**config.mk**
```make
export PLATFORM = sky130hd
export DESIGN_NAME = serial_adder_ctrl
export DESIGN_NICKNAME = d
export VERILOG_FILES = /design/src/rtl/serial_adder_ctrl.sv
export SDC_FILE = /design/constraint.sdc
export NUM_CORES = 1
export LEC_CHECK = 0
export ABC_AREA = 1
export CORE_MARGIN = 1.5
export CORE_UTILIZATION = 47
export CTS_CLUSTER_DIAMETER = 100
export DETAILED_ROUTE_END_ITERATION = 10
export PLACE_DENSITY = 0.82
export SLEW_MARGIN = 30
export SYNTH_ARGS = -nofsm -noshare
export SYNTH_HDL_FRONTEND = slang
export SYNTH_SLANG_ARGS = --single-unit
```
**constraint.sdc**
```tcl
create_clock -name in_clk -period 1.2 [get_ports in_clk]
set_input_delay 0.24 -clock in_clk [delete_from_list [all_inputs] [get_ports in_clk]]
set_output_delay 0.24 -clock in_clk [all_outputs]
set_load 0.02 [all_outputs]
```
**src/rtl/serial_adder_ctrl.sv**
```systemverilog
// Bit-serial W-bit adder controller: operands stream LSB-first through one
// full-adder cell, one bit per clock, with the carry held in a flop between bits.
module serial_adder_ctrl #(
  parameter int W = 8
) (
  input  logic         in_clk,
  input  logic         in_rst,
  input  logic         in_valid,
  output logic         out_ready,
  input  logic [W-1:0] in_a,
  input  logic [W-1:0] in_b,
  input  logic         in_cin,
  output logic         out_valid,
  input  logic         in_ready,
  output logic [W-1:0] out_sum,
  output logic         out_cout
);

  localparam int CW = (W > 1) ? $clog2(W) : 1;
  localparam logic [CW-1:0] CNT_LAST = CW'(W - 1);

  typedef enum logic [1:0] {
    IDLE,
    RUN,
    DONE
  } state_t;

  state_t         state_q, state_d;
  logic [W-1:0]   a_q, a_d;
  logic [W-1:0]   b_q, b_d;
  logic [W-1:0]   sum_q, sum_d;
  logic           carry_q, carry_d;
  logic [CW-1:0]  cnt_q, cnt_d;
  logic           valid_q, valid_d;
  logic [W-1:0]   res_q, res_d;
  logic           cout_q, cout_d;

  logic           fa_s;
  logic           fa_c;
  logic [W-1:0]   sum_shift;

  // Single full-adder cell fed from the LSBs of the operand shifters.
  always_comb begin
    fa_s = a_q[0] ^ b_q[0] ^ carry_q;
    fa_c = (a_q[0] & b_q[0]) | (a_q[0] & carry_q) | (b_q[0] & carry_q);
    // Shift-then-insert form stays legal for W=1, where sum_q[W-1:1] would not be.
    sum_shift        = sum_q >> 1;
    sum_shift[W-1]   = fa_s;
  end

  always_comb begin
    state_d = state_q;
    a_d     = a_q;
    b_d     = b_q;
    sum_d   = sum_q;
    carry_d = carry_q;
    cnt_d   = cnt_q;
    valid_d = valid_q;
    res_d   = res_q;
    cout_d  = cout_q;
    case (state_q)
      IDLE: begin
        if (in_valid) begin
          a_d     = in_a;
          b_d     = in_b;
          carry_d = in_cin;
          cnt_d   = '0;
          state_d = RUN;
        end
      end
      RUN: begin
        a_d     = a_q >> 1;
        b_d     = b_q >> 1;
        sum_d   = sum_shift;
        carry_d = fa_c;
        cnt_d   = cnt_q + CW'(1);
        if (cnt_q == CNT_LAST) begin
          state_d = DONE;
          valid_d = 1'b1;
          res_d   = sum_shift;
          cout_d  = fa_c;
        end
      end
      DONE: begin
        if (in_ready) begin
          state_d = IDLE;
          valid_d = 1'b0;
        end
      end
      default: state_d = IDLE;
    endcase
  end

  always_ff @(posedge in_clk) begin
    if (in_rst) begin
      state_q <= IDLE;
      a_q     <= '0;
      b_q     <= '0;
      sum_q   <= '0;
      carry_q <= 1'b0;
      cnt_q   <= '0;
      valid_q <= 1'b0;
      res_q   <= '0;
      cout_q  <= 1'b0;
    end else begin
      state_q <= state_d;
      a_q     <= a_d;
      b_q     <= b_d;
      sum_q   <= sum_d;
      carry_q <= carry_d;
      cnt_q   <= cnt_d;
      valid_q <= valid_d;
      res_q   <= res_d;
      cout_q  <= cout_d;
    end
  end

  assign out_ready = (state_q == IDLE) & ~in_rst;
  assign out_valid = valid_q;
  assign out_sum   = res_q;
  assign out_cout  = cout_q;

endmodule

```
# Word level (Yosys, flattened, before mapping)
# Index checks and enable logic that the tools add are counted.
# totals
out_inout_bits	11
elab_cells	47
register_bits	40
# classes
n_reduce_logical	7
add_sub_neg	1
bitwise_logic	9
n_eq_ne	6
muxes	15
# op_table
cell	count
case mux 8 bit (2 select lines)	2
2-to-1 mux 8 bit	2
2-to-1 mux 2 bit	3
inequality test 2 bit, second input constant	3
case mux 2 bit (3 select lines)	1
case mux 3 bit (2 select lines)	1
AND reduction 3 bit	2
bitwise AND 1 bit	4
case mux 1 bit (2 select lines)	2
AND reduction 2 bit	2
nonzero test 2 bit	2
adder 3 x 1 -> 3 bit, second input constant	1
== test 3 bit, second input constant	1
2-to-1 mux 1 bit	3
2-to-1 mux 3 bit	1
== test 2 x 1 -> 1 bit, second input constant	1
== test 2 bit, second input constant	1
logical NOT 2 bit	1
bitwise OR 1 bit	2
XOR 1 bit	2
NOT 1 bit	1

# Depth between registers and ports, before layout
# depth
depth_word	4
depth_mapped	6

# Worst setup path before layout
# Ideal clock, no wire load.
# synth_timing
kind	reg-to-output
start	reg state_q[0]
end	out out_ready
t_arrival_ps	1127
path_stages_with_launch	4
slack_ps	-167
t_required_ps	960
path_buffers	2
path_cell_list	dfxtp_1 > buf_6 > buf_2 > nor3_1
# synth_via
elab_chain_len	2
# synth_rtl
item	line_no	text
start, declared	28	state_t state_q, state_d;
start signal, assigned	106	state_q <= state_d;
logical NOT 2 bit	118	assign out_ready = (state_q == IDLE) & ~in_rst;
bitwise AND 1 bit	118	
end, declared	9	output logic out_ready,
# Every way passes these cells.

# Final worst setup path
# layout_timing
start	reg state_q[0]
end	reg cout_q, in the netlist out_cout
# layout_via
elab_chain_len	2
# layout_rtl
item	line_no	text
== test 2 x 1 -> 1 bit	61	case (state_q)
AND reduction 2 bit (no line)	n/a	
end signal, assigned	114	cout_q <= cout_d;
end, declared	36	logic cout_q, cout_d;
# Every way passes these cells.
# A chain may end at the register's enable or synchronous reset.

==> Flow_metrics.wiki <==
{| class="wikitable"
! Metric !! Value
|-
| Arrival time at the worst endpoint || around 1.4 ns
|-
| Final Total Pwr || 3060 uW
|-
| Number of placement rows || 22
|-
| Worst setup slack after layout || -0.0308 ns
|-
| Via density || approximately 4.8
|-
| Kind of start point of the critical path || register
|-
| Total via count in the routed design || about 1.7k
|-
| PortBufs || 31
|-
| Clk Latency, worst-skew pair || slightly below 0.3 ns
|-
| CTS tree || built
|-
| Arithmetic-cell share of the synthesized area counting full adders, half adders and majority gates || under 10%
|-
| Final instance area || around 2500 sq um
|-
| Syn_area_per_cell || 6.93 sq um
|-
| Synthesis warning total || 0
|-
| Leftover overflow at the end of global routing || 0
|-
| Clock slew at the register clock pins of the worst setup and hold paths || ~0.080 ns
|-
| Class of the worst hold path || reg2reg
|-
| Number of antenna violations at the first check in global routing || 0
|-
| Worst hold slack after final layout || between 0.4 and 0.5 ns
|-
| Routability congestion estimate || 0.741
|-
| Number of setup violations in the final report || 8
|-
| Post-route fraction of the period consumed by the critical path || 103%
|-
| Fraction of synthesized cell area in xor and xnor cells || 0%
|-
| Effective utilization at floorplan || slightly below 50%
|-
| Diodes inserted || 0
|-
| Global-route wire length before repair || about 6700 um
|-
| Power per Cell Area || around 1200 nW/um^2
|-
| Total global routing track utilization || about a fifth
|-
| Hold violation count in the final report || 0
|-
| Pin count of the biggest net entering global routing || 30
|-
| Ports || 32
|-
| Post-synthesis cell count || ~260
|-
| Initial DRC count || 126
|-
| Violated checks || negative setup slack
|-
| Worst hold path startpoint || out_sum[4]
|-
| Chip Width || around 65 um
|-
| Wirelength per Cell || approximately 12 um
|-
| Post-place instance area || 2230 sq um
|-
| Nets || around 330
|-
| Static leakage power || around 0.0011 uW
|-
| Relative slew slack || 83.5%
|-
| CP Capture Type || register
|-
| CTS H-tree depth || 2
|-
| Critical Setup Path Class || reg2reg
|-
| Max capacitance violation total || 0
|-
| Sequential element share of the synthesized area || a little over two fifths
|-
| Origin of the worst setup path || state_q[0]
|-
| Wire length reported by the detailed router || between 4000 and 5000 um
|-
| Portion of netlist area occupied by mux cells || 0%
|-
| Worst-Margin Slew || between 0.2 and 0.25 ns
|-
| Achievable clock frequency || approximately 810 MHz
|-
| IR drop worst, VDD || between 0.8 and 0.9 mV
|-
| Vias in the first global route || between 1.5k and 2k
|-
| DRC Markers || 0
|-
| HPWL after detailed placement || about 2500 um
|-
| Area enclosed by the die boundary || 4230 sq um
|-
| Final ANT Viol Nets || 0
|-
| Clock Tree Root || sky130_fd_sc_hd__clkbuf_8
|-
| TritonCTS Sinks || 39
|-
| Library cells used by synthesis || 20
|-
| Status || complete, but fails checks
|-
| Top layer reached by signal wires || met4
|-
| Wire length on met1 || about 1900 um
|-
| Total met2 wirelength after detailed routing || roughly 2100 um
|-
| Util after Layout || between 60 and 70%
|-
| CP required || 1.38 ns
|-
| Floorplan Core Area || around 3700 sq um
|-
| Hold-fix buffers at CTS || 0
|-
| Count of state elements after synthesis || 39
|-
| Syn-to-layout area delta || 39.1%
|-
| Fraction of final layout cells with drive strength greater than 1 || between 20% and 30%
|-
| Overall die height || roughly 65 um
|-
| Total iterations of the first detailed-routing run || 4
|-
| Setup repair after global routing missed its margin || true
|-
| Number of clock buffers inserted by TritonCTS || 5
|-
| Setup clock skew after layout || around 0.01 ns
|-
| Number of fill cells in the layout || 307
|-
| Crit path max fanout || 6
|-
| Count of pins over their slew limit || 0
|-
| Largest family of logic cells by synthesized area || simple AND/OR/NAND/NOR gates
|-
| Simple-gate area share of the yosys netlist || 28.5%
|-
| Syn nets || between 200 and 300
|-
| R2R Path Start || state_q[0]
|-
| Routed wire length on met3 || between 200 and 250 um
|-
| Buffer levels on the longest clock path || 2
|-
| Cell Area, Synth || approximately 1800 sq um
|-
| Area fraction in compound gates after synthesis || 12.2%
|-
| Minimum period implied by the final worst setup slack || 1.23 ns
|}
==> per-layer routing <==
metal | global-route usage [%] | vias to the layer above
li1 | - | 879
met5 | 0 | -
met4 | 7.81 | 0
met3 | 4.17 | 4
met2 | 36.2 | 50
met1 | 24.1 | 779
==> path summary, 6_finish.rpt <==
path / to / cells past startpoint / slack (ns)
min: out_sum[4] / 2 / 0.47
min reg2reg: out_sum[4] / 2 / 0.47
max reg2reg: out_cout / 7 / -0.03
max: out_cout / 7 / -0.03
==> stage by stage <==
stage	setup slack [ns]	cells	setup TNS, ns
floorplan	0.0279	261	0
global placement	-0.492	341	-9.98
detailed placement	-0.491	341	-10.84
CTS	-0.00211	351	-0.00211
global route	-0.0642	356	-1.06
finish	-0.0308	356	-0.164
==> registers in the layout (all words and copies together) (netlist names) <==
| register | cells |
|---|---|
| a_q | 8 |
| b_q | 8 |
| out_sum | 8 |
| sum_q | 7 |
| cnt_q | 3 |
| state_q | 2 |
| carry_q | 1 |
| out_cout | 1 |
| out_valid | 1 |
==> repair_timing <==
| action | 4_1_cts | 5_1_grt |
|---|---|---|
| cloned | 0 | 4 |
| buffers inserted | 2 | 1 |
| resized for setup | 30 | 46 |
| endpoints found under the setup margin | 48 | 47 |
| pin swaps | 1 | 6 |
==> cell usage in the layout, fill, tap and decap left out, drive strengths merged, types with 2 or more instances in the layout <==
cell type	n
clkbuf	15
o21ai	9
clkdlybuf4s15	3
nand2	80
a21oi	30
dfxtp	39
buf	22
clkdlybuf4s50	19
nor2	34
inv	37
ha	2
nand3	12
==> cell type report <==
cell class,count,area [sq um],share of cell area (%)
multi-input cells,170,868,34.5
well taps,48,60.1,2.39
flip-flops and latches,39,788,31.3
clock inverters,2,35.0,1.39
clock buffers,6,82.6,3.28
repair buffers,54,539,21.4
inverters,37,144,5.72
==> critical path, cell delays in order, from the launching register on <==
cell                        delay, ns
sky130_fd_sc_hd__dfxtp_4         0.38
sky130_fd_sc_hd__buf_8           0.13
sky130_fd_sc_hd__inv_6           0.04
sky130_fd_sc_hd__nor2_4          0.19
sky130_fd_sc_hd__nand2_4         0.10
sky130_fd_sc_hd__clkbuf_16       0.17
sky130_fd_sc_hd__nand2_2         0.06
sky130_fd_sc_hd__a21oi_2         0.04
==> cells by family after synthesis <==
| group | after synthesis |
|---|---|
| adder cells (fa/ha/maj) | 3 |
| buffers and inverters | 52 |
| AO/OA/AOI/OAI | 39 |
| flip-flops | 39 |
| AND/OR/NAND/NOR | 128 |
==> where the power goes <==
group | leakage (uW) | internal (uW) | switching, uW | total [uW]
combinational | 0.000759 | 251 | 266 | 516
clock | 0.0000612 | 673 | 456 | 1130
sequential | 0.000322 | 1370 | 42.5 | 1420
==> cell usage after synthesis, drive strengths merged <==
library cell  count  area, sq um
nor2             34          130
buf              13          100
ha                2         25.0
o21ai             9         56.3
fa                1         20.0
nand2            80          313
nor3              1         5.00
dfxtp            39          781
nand3b            1         7.51
a21oi            30          165
nand3            12         60.1
inv              37          139
clkbuf            2         7.51
Power figures use the tool's default switching activity.
